--- src/rtl/sorted_lists_pkg.sv ---
// Shared types for the sorted-lists table: list ids, table opcodes and the update command.
package sorted_lists_pkg;

  localparam int unsigned M      = 64;
  localparam int unsigned ID_W   = $clog2(M);
  localparam int unsigned KEY_W  = 16;
  localparam int unsigned SIZE_W = 8;

  typedef logic [ID_W-1:0]   list_id_t;
  typedef logic [KEY_W-1:0]  key_t;
  typedef logic [SIZE_W-1:0] size_t;

  typedef enum logic [1:0] {
    OP_INSERT = 2'd0,
    OP_DELETE = 2'd1,
    OP_CLEAR  = 2'd2
  } op_t;

  typedef struct packed {
    op_t      op;
    list_id_t id;
    key_t     key;
    size_t    size;
  } cmd_t;

  typedef enum logic [1:0] {
    StInit,
    StRun,
    StDrain
  } sched_state_e;

endpackage

--- src/rtl/sorted_lists_rr_arb.sv ---
// Round-robin arbiter: one-hot grant to the first request at or after ptr (purely combinational).
module sorted_lists_rr_arb #(
  parameter int unsigned R     = 4,
  parameter int unsigned PTR_W = (R > 1) ? $clog2(R) : 1
) (
  input  logic [R-1:0]     req,
  input  logic [PTR_W-1:0] ptr,
  output logic [R-1:0]     gnt
);

  logic found;

  // Search by rotation distance from ptr; the smallest distance with a request wins.
  always_comb begin
    gnt   = '0;
    found = 1'b0;
    for (int unsigned k = 0; k < R; k++) begin
      for (int unsigned i = 0; i < R; i++) begin
        if (!found && req[i] && (((i + R - 32'(ptr)) % R) == k)) begin
          gnt[i] = 1'b1;
          found  = 1'b1;
        end
      end
    end
  end

endmodule

--- src/rtl/sorted_lists_upd_sched.sv ---
// Update scheduler for the sorted-lists table: round-robin requester arbitration with list-id
// hazard blocking, registered command port, and the init/flush CLEAR sweep.
// Optional statistics counters: SORTED_LISTS_UPD_SCHED_STATS_EN.
module sorted_lists_upd_sched
  import sorted_lists_pkg::*;
#(
  parameter int unsigned R       = 4,
  parameter int unsigned RMW_LAT = 2
) (
  input  logic               clk,
  input  logic               rst,
  input  logic [R-1:0]       req_vld,
  input  cmd_t [R-1:0]       req_cmd,
  output logic [R-1:0]       req_rdy,
  output logic               tbl_upd_vld,
  output cmd_t               tbl_upd_cmd,
  input  logic               tbl_upd_rdy,
  input  logic               flush,
  output logic               flush_done,
  output logic               busy
`ifdef SORTED_LISTS_UPD_SCHED_STATS_EN
  ,
  output logic [31:0]        stat_grants,
  output logic [31:0]        stat_hazard_stalls
`endif
);

  localparam int unsigned PTR_W = (R > 1) ? $clog2(R) : 1;

  sched_state_e     state_q, state_d;
  list_id_t         sweep_id_q, sweep_id_d;
  logic             flush_sweep_q, flush_sweep_d;
  logic [PTR_W-1:0] rr_ptr_q, rr_ptr_d;
  cmd_t             cmd_q, cmd_d;
  logic             vld_q, vld_d;
  logic             flush_done_q, flush_done_d;
  logic [RMW_LAT-1:0] pipe_vld_q;
  list_id_t         pipe_id_q [RMW_LAT];

  logic         slot_free, accept, sweep_last;
  logic [R-1:0] hazard, arb_req, gnt;
  int unsigned  win;

  assign slot_free  = !vld_q || tbl_upd_rdy;
  assign accept     = vld_q && tbl_upd_rdy;
  assign sweep_last = accept && (sweep_id_q == list_id_t'(M - 1));

  // A list id is blocked while it sits in the command register or any in-flight stage.
  always_comb begin
    hazard = '0;
    for (int unsigned i = 0; i < R; i++) begin
      if (vld_q && cmd_q.id == req_cmd[i].id) hazard[i] = 1'b1;
      for (int unsigned s = 0; s < RMW_LAT; s++) begin
        if (pipe_vld_q[s] && pipe_id_q[s] == req_cmd[i].id) hazard[i] = 1'b1;
      end
    end
  end

  assign arb_req = (state_q == StRun && slot_free) ? (req_vld & ~hazard) : '0;

  sorted_lists_rr_arb #(
    .R     (R),
    .PTR_W (PTR_W)
  ) u_arb (
    .req (arb_req),
    .ptr (rr_ptr_q),
    .gnt (gnt)
  );

  // One-hot grant to winner index.
  always_comb begin
    win = 0;
    for (int unsigned i = 0; i < R; i++) begin
      if (gnt[i]) win = i;
    end
  end

  // State register.
  always_ff @(posedge clk or posedge rst) begin
    if (rst) state_q <= StInit;
    else     state_q <= state_d;
  end

  // Next-state logic.
  always_comb begin
    state_d = state_q;
    unique case (state_q)
      StInit:  if (sweep_last) state_d = StRun;
      StRun:   if (flush) state_d = StDrain;
      StDrain: if (!vld_q && pipe_vld_q == '0) state_d = StInit;
      default: state_d = StInit;
    endcase
  end

  // FSM outputs.
  always_comb begin
    req_rdy = gnt;
    busy    = (state_q != StRun);
  end

  // Command register, sweep counter and round-robin pointer next-state.
  always_comb begin
    cmd_d         = cmd_q;
    vld_d         = accept ? 1'b0 : vld_q;
    sweep_id_d    = sweep_id_q;
    flush_sweep_d = flush_sweep_q;
    rr_ptr_d      = rr_ptr_q;
    flush_done_d  = 1'b0;
    unique case (state_q)
      StInit: begin
        if (accept) sweep_id_d = sweep_id_q + 1'b1;
        if (sweep_last) begin
          flush_done_d  = flush_sweep_q;
          flush_sweep_d = 1'b0;
        end else if (slot_free) begin
          // On acceptance the register must already hold the following id.
          vld_d      = 1'b1;
          cmd_d      = '0;
          cmd_d.op   = OP_CLEAR;
          cmd_d.id   = accept ? sweep_id_q + 1'b1 : sweep_id_q;
        end
      end
      StRun: begin
        if (gnt != '0) begin
          vld_d    = 1'b1;
          cmd_d    = req_cmd[win];
          rr_ptr_d = PTR_W'((win + 1) % R);
        end
      end
      StDrain: begin
        if (state_d == StInit) begin
          sweep_id_d    = '0;
          flush_sweep_d = 1'b1;
        end
      end
      default: ;
    endcase
  end

  // Datapath registers.
  always_ff @(posedge clk or posedge rst) begin
    if (rst) begin
      cmd_q         <= '0;
      vld_q         <= 1'b0;
      sweep_id_q    <= '0;
      flush_sweep_q <= 1'b0;
      rr_ptr_q      <= '0;
      flush_done_q  <= 1'b0;
    end else begin
      cmd_q         <= cmd_d;
      vld_q         <= vld_d;
      sweep_id_q    <= sweep_id_d;
      flush_sweep_q <= flush_sweep_d;
      rr_ptr_q      <= rr_ptr_d;
      flush_done_q  <= flush_done_d;
    end
  end

  // In-flight pipe: accepted ids age out after RMW_LAT cycles.
  always_ff @(posedge clk or posedge rst) begin
    if (rst) begin
      pipe_vld_q <= '0;
      for (int unsigned s = 0; s < RMW_LAT; s++) pipe_id_q[s] <= '0;
    end else begin
      pipe_vld_q[0] <= accept;
      pipe_id_q[0]  <= cmd_q.id;
      for (int unsigned s = 1; s < RMW_LAT; s++) begin
        pipe_vld_q[s] <= pipe_vld_q[s-1];
        pipe_id_q[s]  <= pipe_id_q[s-1];
      end
    end
  end

  assign tbl_upd_vld = vld_q;
  assign tbl_upd_cmd = cmd_q;
  assign flush_done  = flush_done_q;

`ifdef SORTED_LISTS_UPD_SCHED_STATS_EN
  logic [31:0] grants_q, stalls_q;

  // Saturating grant and hazard-stall counters.
  always_ff @(posedge clk or posedge rst) begin
    if (rst) begin
      grants_q <= '0;
      stalls_q <= '0;
    end else begin
      if (gnt != '0 && grants_q != '1) grants_q <= grants_q + 1'b1;
      if (state_q == StRun && (req_vld & hazard) != '0 && stalls_q != '1) begin
        stalls_q <= stalls_q + 1'b1;
      end
    end
  end

  assign stat_grants        = grants_q;
  assign stat_hazard_stalls = stalls_q;
`endif

endmodule
--- config.mk ---
export PLATFORM = sky130hd
export DESIGN_NAME = sorted_lists_upd_sched
export DESIGN_NICKNAME = d
export VERILOG_FILES = /design/src/rtl/sorted_lists_pkg.sv /design/src/rtl/sorted_lists_rr_arb.sv /design/src/rtl/sorted_lists_upd_sched.sv
export SDC_FILE = /design/constraint.sdc
export NUM_CORES = 1
export LEC_CHECK = 0
export CAP_MARGIN = 20
export CELL_PAD_IN_SITES_DETAIL_PLACEMENT = 1
export CELL_PAD_IN_SITES_GLOBAL_PLACEMENT = 2
export CORE_AREA = 4 4 156 121
export CTS_CLUSTER_SIZE = 24
export DETAILED_ROUTE_END_ITERATION = 12
export DIE_AREA = 0 0 160 125
export PLACE_DENSITY = 0.87
export SLEW_MARGIN = 10
export SYNTH_ARGS = -nofsm -noshare
export SYNTH_HDL_FRONTEND = slang
export SYNTH_HIERARCHICAL = 1
export SYNTH_SLANG_ARGS = --single-unit
--- constraint.sdc ---
create_clock -name clk -period 4.4 [get_ports clk]
set_input_delay 1.32 -clock clk [delete_from_list [all_inputs] [get_ports clk]]
set_output_delay 1.32 -clock clk [all_outputs]
set_load 0.05 [all_outputs]
**Word-level counts from Yosys, hierarchy flattened**

Cells that the tools add are included.

- Flip-flop bits (word level): 59
- Latch bits: 0
- Memory bits (writable): 0
- Memory bits (read-only): 0
- Bits of input ports: 136
- Output and inout bits: 39
- Logic and storage cells: 202
- Memories: 0

- $add $sub $neg: 6
- Multiply operators: 0
- Divide/modulo/power cells: 0
- Magnitude comparators: 1
- Equality and inequality tests: 33
- Shifts and indexed selects: 0
- Multiplexer cells: 69
- Bitwise operators: 2
- Reductions and logical operators: 78

Operators with widths:

| kind | count |
|---|---|
| two-way mux 32 bit | 6 |
| zero test 32 bit | 4 |
| equality test 6 bit | 12 |
| binary-select mux 32 bit (select 2 bit) | 1 |
| case mux 32 bit (2 select lines) | 1 |
| two-way mux 1 bit | 51 |
| logical AND 1 bit | 47 |
| less-than comparator 32 x 3 -> 1 bit (second input constant) | 1 |
| equality test 2 bit (second input constant) | 9 |
| zero test 1 bit | 16 |
| two-way mux 6 bit | 2 |
| case mux 6 bit (2 select lines) | 1 |
| equality test 2 x 1 -> 1 bit (second input constant) | 5 |
| != test 2 bit (second input constant) | 4 |
| adder 6 x 1 -> 6 bit (second input constant) | 1 |
| equality test 6 bit (second input constant) | 1 |
| zero test 2 bit | 3 |
| two-way mux 2 bit | 3 |
| case mux 2 bit (3 select lines) | 1 |
| AND 4 bit | 1 |
| two-way mux 4 bit | 1 |
| != test 2 x 1 -> 1 bit (second input constant) | 2 |
| inverter 4 bit | 1 |
| case mux 1 bit (2 select lines) | 2 |
| other kinds (9) | 13 |

**Logic depth before layout (Yosys ltp)**

Gate-level depths: netlist (run 1).

- Word-level depth: 75
- Mapped depth: 15
- Gate-level depth less buffers: 11

**By module**

Netlist (run 1), hierarchy kept.

By module, submodules not included:

| module | times used | cells each | area an instance (µm²) | seq. area each (µm²) |
|---|---|---|---|---|
| sorted_lists_upd_sched | 1 | 431 | 4,321.6 | 1,476.4 |
| sorted_lists_rr_arb | 1 | 16 | 110.1 | 0.0 |

**Worst setup path before layout (run 1)**

Ideal clock, no wire load.

- Path type: input to output
- Start point: input port tbl_upd_rdy
- End point: output port req_rdy[2]
- Arrival time: 3,030 ps
- Data required time: 3,080 ps
- Setup slack: 50 ps
- Stages: 6
- Path buffers: 0
- Cell sequence: nor2b_1 > nor2_1 > nand2_1 > nor4_1 > nor2b_1 > a32o_1

- Elaborated cells on any way between the ends: 64
- Classes of those cells: mux (19); reduce/logical (45)

RTL lines:

| what | RTL line | source |
|---|---|---|
| from (decl) | sorted_lists_upd_sched.sv:17 | `input logic tbl_upd_rdy,` |
| logical OR 1 bit (*) | sorted_lists_upd_sched.sv:44 | `assign slot_free = !vld_q \|\| tbl_upd_rdy;` |
| logical AND 1 bit (*) | sorted_lists_upd_sched.sv:59 | `assign arb_req = (state_q == StRun && slot_free) ? (req_vld & ~hazard) : '0;` |
| two-way mux 4 bit (*) | sorted_lists_upd_sched.sv:59 |  |
| named net arb_req[2] | sorted_lists_upd_sched.sv:41 | `logic [R-1:0] hazard, arb_req, gnt;` |
| logical AND 1 bit (2 in a row) | sorted_lists_rr_arb.sv:19 | `if (!found && req[i] && (((i + R - 32'(ptr)) % R) == k)) begin` |
| two-way mux 1 bit | sorted_lists_rr_arb.sv:19 |  |
| zero test 1 bit | sorted_lists_rr_arb.sv:19 |  |
| logical AND 1 bit (2 in a row) | sorted_lists_rr_arb.sv:19 |  |
| [34 not listed] | n/a |  |
| logical AND 1 bit (2 in a row) | sorted_lists_rr_arb.sv:19 |  |
| two-way mux 1 bit | sorted_lists_rr_arb.sv:19 |  |
| zero test 1 bit | sorted_lists_rr_arb.sv:19 |  |
| logical AND 1 bit (2 in a row) | sorted_lists_rr_arb.sv:19 |  |
| two-way mux 1 bit | sorted_lists_rr_arb.sv:19 |  |
| zero test 1 bit | sorted_lists_rr_arb.sv:19 |  |
| logical AND 1 bit (2 in a row) | sorted_lists_rr_arb.sv:19 |  |
| two-way mux 1 bit (*) | sorted_lists_rr_arb.sv:19 |  |
| to (decl) | sorted_lists_upd_sched.sv:14 | `output logic [R-1:0] req_rdy,` |

The timed path passes the listed nets; every way through them passes the cells marked *.

**Worst setup path after layout (run 1)**

- Start point: input port req_cmd[60] in the netlist's numbering
- End point: output port req_rdy[0]

- Word-level cells in the longest chain between the ends: 55
- Elaborated cells on any way between the ends: 61
- Classes of those cells: eq/ne (3); mux (18); bitwise (2); reduce/logical (38)

Ends and longest elaborated chain:

| what | RTL line | source |
|---|---|---|
| from (decl) | sorted_lists_upd_sched.sv:13 | `input cmd_t [R-1:0] req_cmd,` |
| equality test 6 bit | sorted_lists_upd_sched.sv:52 | `if (vld_q && cmd_q.id == req_cmd[i].id) hazard[i] = 1'b1;` |
| logical AND 1 bit | sorted_lists_upd_sched.sv:52 |  |
| two-way mux 1 bit | sorted_lists_upd_sched.sv:52 |  |
| two-way mux 1 bit | sorted_lists_upd_sched.sv:54 | `if (pipe_vld_q[s] && pipe_id_q[s] == req_cmd[i].id) hazard[i] = 1'b1;` |
| two-way mux 1 bit (*) | sorted_lists_upd_sched.sv:54 |  |
| inverter 4 bit (*) | sorted_lists_upd_sched.sv:59 |  |
| AND 4 bit (*) | sorted_lists_upd_sched.sv:59 |  |
| two-way mux 4 bit (*) | sorted_lists_upd_sched.sv:59 |  |
| named net arb_req[1] | sorted_lists_upd_sched.sv:41 |  |
| [36 not listed] | n/a |  |
| logical AND 1 bit (2 in a row) | sorted_lists_rr_arb.sv:19 |  |
| two-way mux 1 bit | sorted_lists_rr_arb.sv:19 |  |
| zero test 1 bit | sorted_lists_rr_arb.sv:19 |  |
| logical AND 1 bit (2 in a row) | sorted_lists_rr_arb.sv:19 |  |
| two-way mux 1 bit | sorted_lists_rr_arb.sv:19 |  |
| zero test 1 bit | sorted_lists_rr_arb.sv:19 |  |
| logical AND 1 bit (2 in a row) | sorted_lists_rr_arb.sv:19 |  |
| two-way mux 1 bit (*) | sorted_lists_rr_arb.sv:19 |  |

Marked as above.

==> impl_metrics.csv, run 1 <==
group,metric,value,unit
outcome,outcome,"complete, no violations",
power,sequentialPowerShare,0.351,
global_routing,grt_first_pass_wirelength,27.72,mm
clock_network,tritoncts_num_sinks,59,
logic_synthesis,yosysMostFrequentCell,"dfrtp_1",
placement,hpwl,13.52,mm
floorplan,placeableCoreArea,17340,µm²
logic_synthesis,synth.largest_area_cell,"dfrtp_1",
clock_network,tritoncts.num_buffers,9,
logic_synthesis,yosys.area.top_type_share,0.3331,
timing,worst_pin_slew,603.7,ps
placement,buffer_ports.inserted,174,
power,power.share.clock,0.270,
logic_synthesis,netlist_instances,447,
finish,diodes,0,
power,switching_power,0.001072,W
logic_synthesis,cell_types_with_the_largest_area_share_after_synthesis,"dfrtp_1 33%, mux2i_1 12%, xnor2_1 7.3%, xor2_1 7.3%, o2bb2ai_2 6.8%",
timing,fin_crit,4358,ps
power,leakagePower,2.927,nW
global_routing,globalRouteOverflowTotal,0,
clock_network,clock_insertion_delay_worst_skew,330,ps
global_routing,grt_max_degree,67,
logic_synthesis,synth.cell_area,4432,µm²
drt,routed-via-count,4206,
drt,dr.first_iter.drc_count,235,
logic_synthesis,synthesis.nets,584,
drt,routed_wirelength,17.52,mm
logic_synthesis,postSynthRegisterBits,59,
critical_path,data_arrival_time_of_the_worst_path,3040,ps
run,timing.max_cap.violations,0,
power,powerDensity,377.8,nW/µm²
power,internal_power,0.001651,W
finish,area_delta_synth_final,62.62,%
drt,number_of_antenna_violating_nets_in_the_routed_design,0,
clock_network,h_tree_levels,3,
timing,rsz0062_at_grt,"true",
timing,slew_viol_final,0,
timing,final_critical_path_setup_slack,42.18,ps
clock_network,cts-root-buf,"clkbuf_16",
floorplan,start_util,0.2556,
timing,post_route_fraction_of_the_period_consumed_by_the_critical_path,0.9904,
drt,drt-wirelength-per-cell,20.44,µm
finish,utilization_after_layout,0.4156,
critical_path,worstSetupStartpointType,"input port",
global_routing,grt_antenna_before_repair,0,
critical_path,worst-setup-path-type,"input port to output pin",
critical_path,max_fo_critical_path,5,
logic_synthesis,syn-mean-instance-area,9.914,µm²
floorplan,design.portCount,175,
logic_synthesis,synth-seq-area-share,0.3331,
clock_network,clkTransAtPathRegs,50,ps
logic_synthesis,synth_commonest_cells,"59 x dfrtp_1, 52 x mux2i_1, 39 x nand2_1, 39 x o21ai_0",
logic_synthesis,netlist-cell-type-count,50,
logic_synthesis,synthArstFlopShare,1.000,
placement,pre_cts_slack,-510.8,ps
logic_synthesis,synth_enable_flop_cells,0,
timing,timing.final.setup_violations,0,
global_routing,number_of_global_route_vias_before_repair,4728,
critical_path,worstPathRequired,3080,ps
power,post-layout-total-power,0.002723,W
drt,detail_route.first_pass.iterations,4,
timing,maximum_achievable_frequency,229.5,MHz
critical_path,setup.worst_path.end_class,"output pin",
timing,fin_tns_setup,0,ps
timing,slew_headroom,0.5975,
hold_path,min_path_type,"register to register",
floorplan,fp.dieH,125,µm
global_routing,grt_usage,0.1739,
power,power_frac_comb,0.379,
timing,skew,8.284,ps
floorplan,die_area,20000,µm²
floorplan,fp.dieW,160,µm
power,irDropWorstVdd,0.1490,mV
floorplan,rows,42,
drt,detail_routed_via_count_per_cell,4.908,
clock_network,ctsLongestPathBuffers,2,
finish,drive_gt1_frac,0.2418,
clock_network,cts_tree,"yes",
logic_synthesis,yosys_most_used_dff,"dfrtp_1",
drt,drcViolationCount,0,
power,swShare,0.3936,
timing,report.final.hold_viol_count,0,
placement,routabilityCongestion,0.8888,
logic_synthesis,yosys_warnings,6,
finish,final_nets,769,
## layout make-up
cell class | count | area [µm²]
sequential | 59 | 1476
multi-input combinational | 347 | 3133
clock buffer | 10 | 229.0
timing repair buffer | 206 | 1979
clock inverter | 6 | 80.08
inverter | 9 | 33.78
tap | 220 | 275.3
fill | 1895 | 10130
## repair_timing
action	in CTS	in global routing
gates resized for setup	117	35
cloned	0	0
setup buffers	1	3
hold buffers	0	0
endpoints found under the setup margin	27	4
pin swaps	44	27
## path summary, 6_finish.rpt
check                                start         endpoint  slack (ps)  cells past startpoint
max reg2reg                     state_q[1]  tbl_upd_cmd[16]         690                     15
min reg2reg                tbl_upd_cmd[19]  tbl_upd_cmd[19]         490                      1
min                        tbl_upd_cmd[19]  tbl_upd_cmd[19]         490                      1
max                            req_cmd[60]       req_rdy[0]          40                     10
max in group asynchronous              rst  tbl_upd_cmd[31]        2430                      3
min in group asynchronous              rst       flush_done        1300                      2
## cell usage in the layout (no fill, tap or decap), drive strengths merged, types with 5 or more instances in the layout
cell / count
clkdlybuf4s50: 145
dfrtp: 59
mux2i: 52
buf: 49
nand2: 39
o21ai: 39
xor2: 37
xnor2: 37
o2bb2ai: 25
clkbuf: 18
nor4: 16
a21oi: 13
nand4: 13
mux2: 12
inv: 9
nand2b: 8
o211ai: 7
nor2: 5
## sequential cells by signal, summed over array words and instances (netlist names)
register	cells
flush_sweep_q	1
tbl_upd_vld	1
state_q	2
pipe_vld_q	2
rr_ptr_q	2
pipe_id_q	12
tbl_upd_cmd	32
flush_done	1
sweep_id_q	6
## metal layers
metal	wire, µm	track usage	up-vias
met1	8280	0.2367	2091
met3	720	0.03816	12
li1	-	-	1995
met5	0	0	-
met4	141	0.04299	0
met2	8378	0.2824	108
## power by group through the flow
stage	Clock [W]	Combinational (W)	Sequential, W
2_1_floorplan	0	0.000541	0.000872
3_3_place_gp	0	0.000839	0.000926
3_5_place_dp	0	0.000866	0.000936
4_1_cts	0.000757	0.000991	0.000940
5_1_grt	0.000786	0.00110	0.000978
6_report	0.000735	0.00103	0.000955
## stage by stage
| stage | cells | hold WS, ps | area, µm² |
|---|---|---|---|
| floorplan | 447 | 423.0 | 4432 |
| CTS | 855 | 491.1 | 7148 |
| global route | 857 | 512.5 | 7207 |
| detailed placement | 840 | 480.0 | 6591 |
| global placement | 840 | 471.6 | 6591 |
| finish | 857 | 490.2 | 7207 |
## critical path: stages
cell and delay (ps):
clkbuf_4 160, xnor2_2 140, nand4_1 170, nor4_4 380, nor4_4 50, buf_4 170, a2bb2oi_2 130, o22ai_2 190
and2_4 180, buf_8 140
## cell families after synthesis
group                      share of synthesized area
adders and majority gates                   0.002823
buffers and inverters                        0.04573
xor gates and xnor gates                      0.1462
AOI/OAI and AO/OA                             0.2038
DFF                                           0.3331
muxes                                         0.1496
and+or+nand+nor                               0.1186
Power figures use the tool's default switching activity.
==> run 2, diff against run 1 <==
Settings changed: SETUP_SLACK_MARGIN from default to 0.4.
==> impl_metrics.csv, run 2 (synthesis results as in run 1) <==
group,metric,value,unit
timing,skew,6.548,ps
power,sequentialPowerShare,0.344,
floorplan,start_util,0.2556,
timing,fin_crit,4317,ps
timing,slew_viol_final,0,
drt,detail_route.first_pass.iterations,4,
clock_network,post_cts_hold_buffer_count,0,
drt,routed-via-count,4272,
hold_path,worstHoldStart,"tbl_upd_cmd[22]",
power,swShare,0.3928,
drt,drt-wirelength-per-cell,20.89,µm
drt,drcViolationCount,0,
critical_path,r2r-start,"state_q[1]",
clock_network,cts-root-buf,"clkbuf_16",
clock_network,h_tree_levels,3,
hold_path,hold_depth,1,
critical_path,worstPathRequired,3080,ps
finish,area_delta_synth_final,67.65,%
floorplan,placeableCoreArea,17340,µm²
clock_network,tritoncts_num_sinks,59,
finish,stdcell_count,863,
global_routing,number_of_global_route_vias_before_repair,4817,
clock_network,cts_tree,"yes",
finish,final.fill_count,1878,
timing,post_route_fraction_of_the_period_consumed_by_the_critical_path,0.9812,
drt,routed_wirelength,18.02,mm
run,timing.max_cap.violations,0,
global_routing,globalRouteOverflowTotal,0,
finish,final_nets,776,
critical_path,setup.worst_path.end_class,"output pin",
finish,sequential_cell_area,1476,µm²
timing,report.final.hold_viol_count,0,
power,power_frac_comb,0.381,
critical_path,max_fo_critical_path,4,
clock_network,clock_insertion_delay_worst_skew,320,ps
power,internal_power,0.001710,W
global_routing,grt_max_degree,42,
timing,timing.final.setup_violations,0,
placement,hpwl,13.72,mm
floorplan,design.portCount,175,
outcome,outcome,"complete, no violations",
placement,dp.cells,840,
finish,diodes,0,
power,power.share.clock,0.275,
floorplan,fp.dieH,125,µm
floorplan,rows,42,
drt,number_of_antenna_violating_nets_in_the_routed_design,0,
finish,layout_commonest_cell,"clkdlybuf4s50_1",
timing,maximum_achievable_frequency,231.6,MHz
clock_network,clkTransAtPathRegs,50,ps
power,switching_power,0.001106,W
placement,buffer_ports.inserted,174,
hold_path,hold-path-endpoint,"tbl_upd_cmd[22]",
critical_path,data_arrival_time_of_the_worst_path,3000,ps
clock_network,tritoncts.num_buffers,9,
finish,multi_input_combinational_cell_area,3249,µm²
timing,worst_pin_slew,552.4,ps
global_routing,grt_first_pass_wirelength,28.06,mm
power,leakagePower,3.024,nW
critical_path,worst-setup-path-type,"input port to output pin",
power,powerDensity,379.0,nW/µm²
timing,slew_headroom,0.6306,
critical_path,critical_path.reg2reg.endpoint,"tbl_upd_cmd[18]",
placement,area_of_placed_instances,6595,µm²
global_routing,grt_usage,0.1757,
finish,finished_cell_area,7430,µm²
floorplan,fp.dieW,160,µm
drt,dr.first_iter.drc_count,179,
critical_path,worstSetupStartpointType,"input port",
power,irDropWorstVdd,0.1809,mV
global_routing,grt_antenna_before_repair,0,
clock_network,ctsLongestPathBuffers,2,
timing,fin_tns_setup,0,ps
placement,routabilityCongestion,0.9096,
critical_path,reg2reg_slack,670,ps
hold_path,min_path_type,"register to register",
floorplan,die_area,20000,µm²
drt,detail_routed_via_count_per_cell,4.950,
finish,number_of_flip_flops_in_the_largest_register,32,
critical_path,rr_worst_depth,14,
finish,layout.cells.most_common_list,"145 x clkdlybuf4s50_1, 59 x dfrtp_1, 52 x mux2i_1",
timing,rsz0062_at_grt,"true",
timing,whs,494.4,ps
finish,drive_gt1_frac,0.2768,
## run 2: changes by cell type in the layout (fill, tap and decap cells not counted), moves of 6 or more
cell | before | now
buf_6 | 1 | 11
clkbuf_2 | 7 | 0
buf_4 | 27 | 37
xnor2_2 | 13 | 19
xnor2_1 | 24 | 18
## run 2: power groups by stage
stage	Sequential [W]	Combinational, W	Clock, W
6_report	0.000969	0.00107	0.000773
3_5_place_dp	0.000935	0.000875	0
3_3_place_gp	0.000929	0.000843	0
2_1_floorplan	0.000872	0.000543	0
5_1_grt	0.000986	0.00115	0.000814
4_1_cts	0.000939	0.000965	0.000798
## run 2: timing repair
action	CTS	global route
buffers inserted	3	5
pin swaps	36	32
endpoints found under the setup margin	39	38
gates cloned	0	0
gates resized for setup	152	58
hold endpoints to repair	0	0
## run 2: critical path, cell delays in order
cell and delay [ps]:
clkdlybuf4s50_1 500, nand2_2 70, nor4_4 340, buf_4 180, a2bb2oi_2 160, o22ai_2 90
and2_4 190, buf_8 150
## run 2: metrics by stage
stage | setup slack [ps] | utilization | power, W
4_1_cts | 83.08 | 0.4085 | 0.002702
5_1_grt | 8.985 | 0.4284 | 0.002949
6_report | 82.89 | 0.4284 | 0.002815
3_5_place_dp | -643.1 | 0.3803 | 0.001810
3_3_place_gp | -437.1 | 0.3803 | 0.001772
2_1_floorplan | 411.9 | - | 0.001415
## run 2: how the worst max path moves through the flow
stage,start,to,cells past startpoint
6_report,req_vld[2],req_rdy[0],8
3_3_place_gp,req_cmd[24],tbl_upd_cmd[16],15
2_1_floorplan,req_cmd[91],req_rdy[0],6
3_5_place_dp,req_cmd[24],tbl_upd_cmd[5],15
5_1_grt,req_cmd[27],req_rdy[1],10
4_1_cts,req_cmd[57],req_rdy[0],10
## run 2: per-layer routing
metal  part of all wire  GRT usage  vias to the layer above
li1                   -          -                     2006
met1               0.44     0.2302                     2155
met2               0.50     0.3049                      102
met3              0.051    0.03618                        9
met4             0.0079    0.02984                        0
met5                  0          0                        -
## run 2: layout make-up
| cell class | instances | area share |
|---|---|---|
| clock inverter | 4 | 0.009936 |
| multi-input combinational | 347 | 0.4374 |
| tap | 220 | 0.03705 |
| timing repair buffer | 213 | 0.2784 |
| clock buffer | 11 | 0.03402 |
| inverter | 9 | 0.004547 |
| sequential | 59 | 0.1987 |
==> run 3, diff against run 2 <==
Settings changed: HOLD_SLACK_MARGIN from default to 0.15.
==> results of run 3 <==
No change in the layout: final DEF, timing and power equal those of run 2.
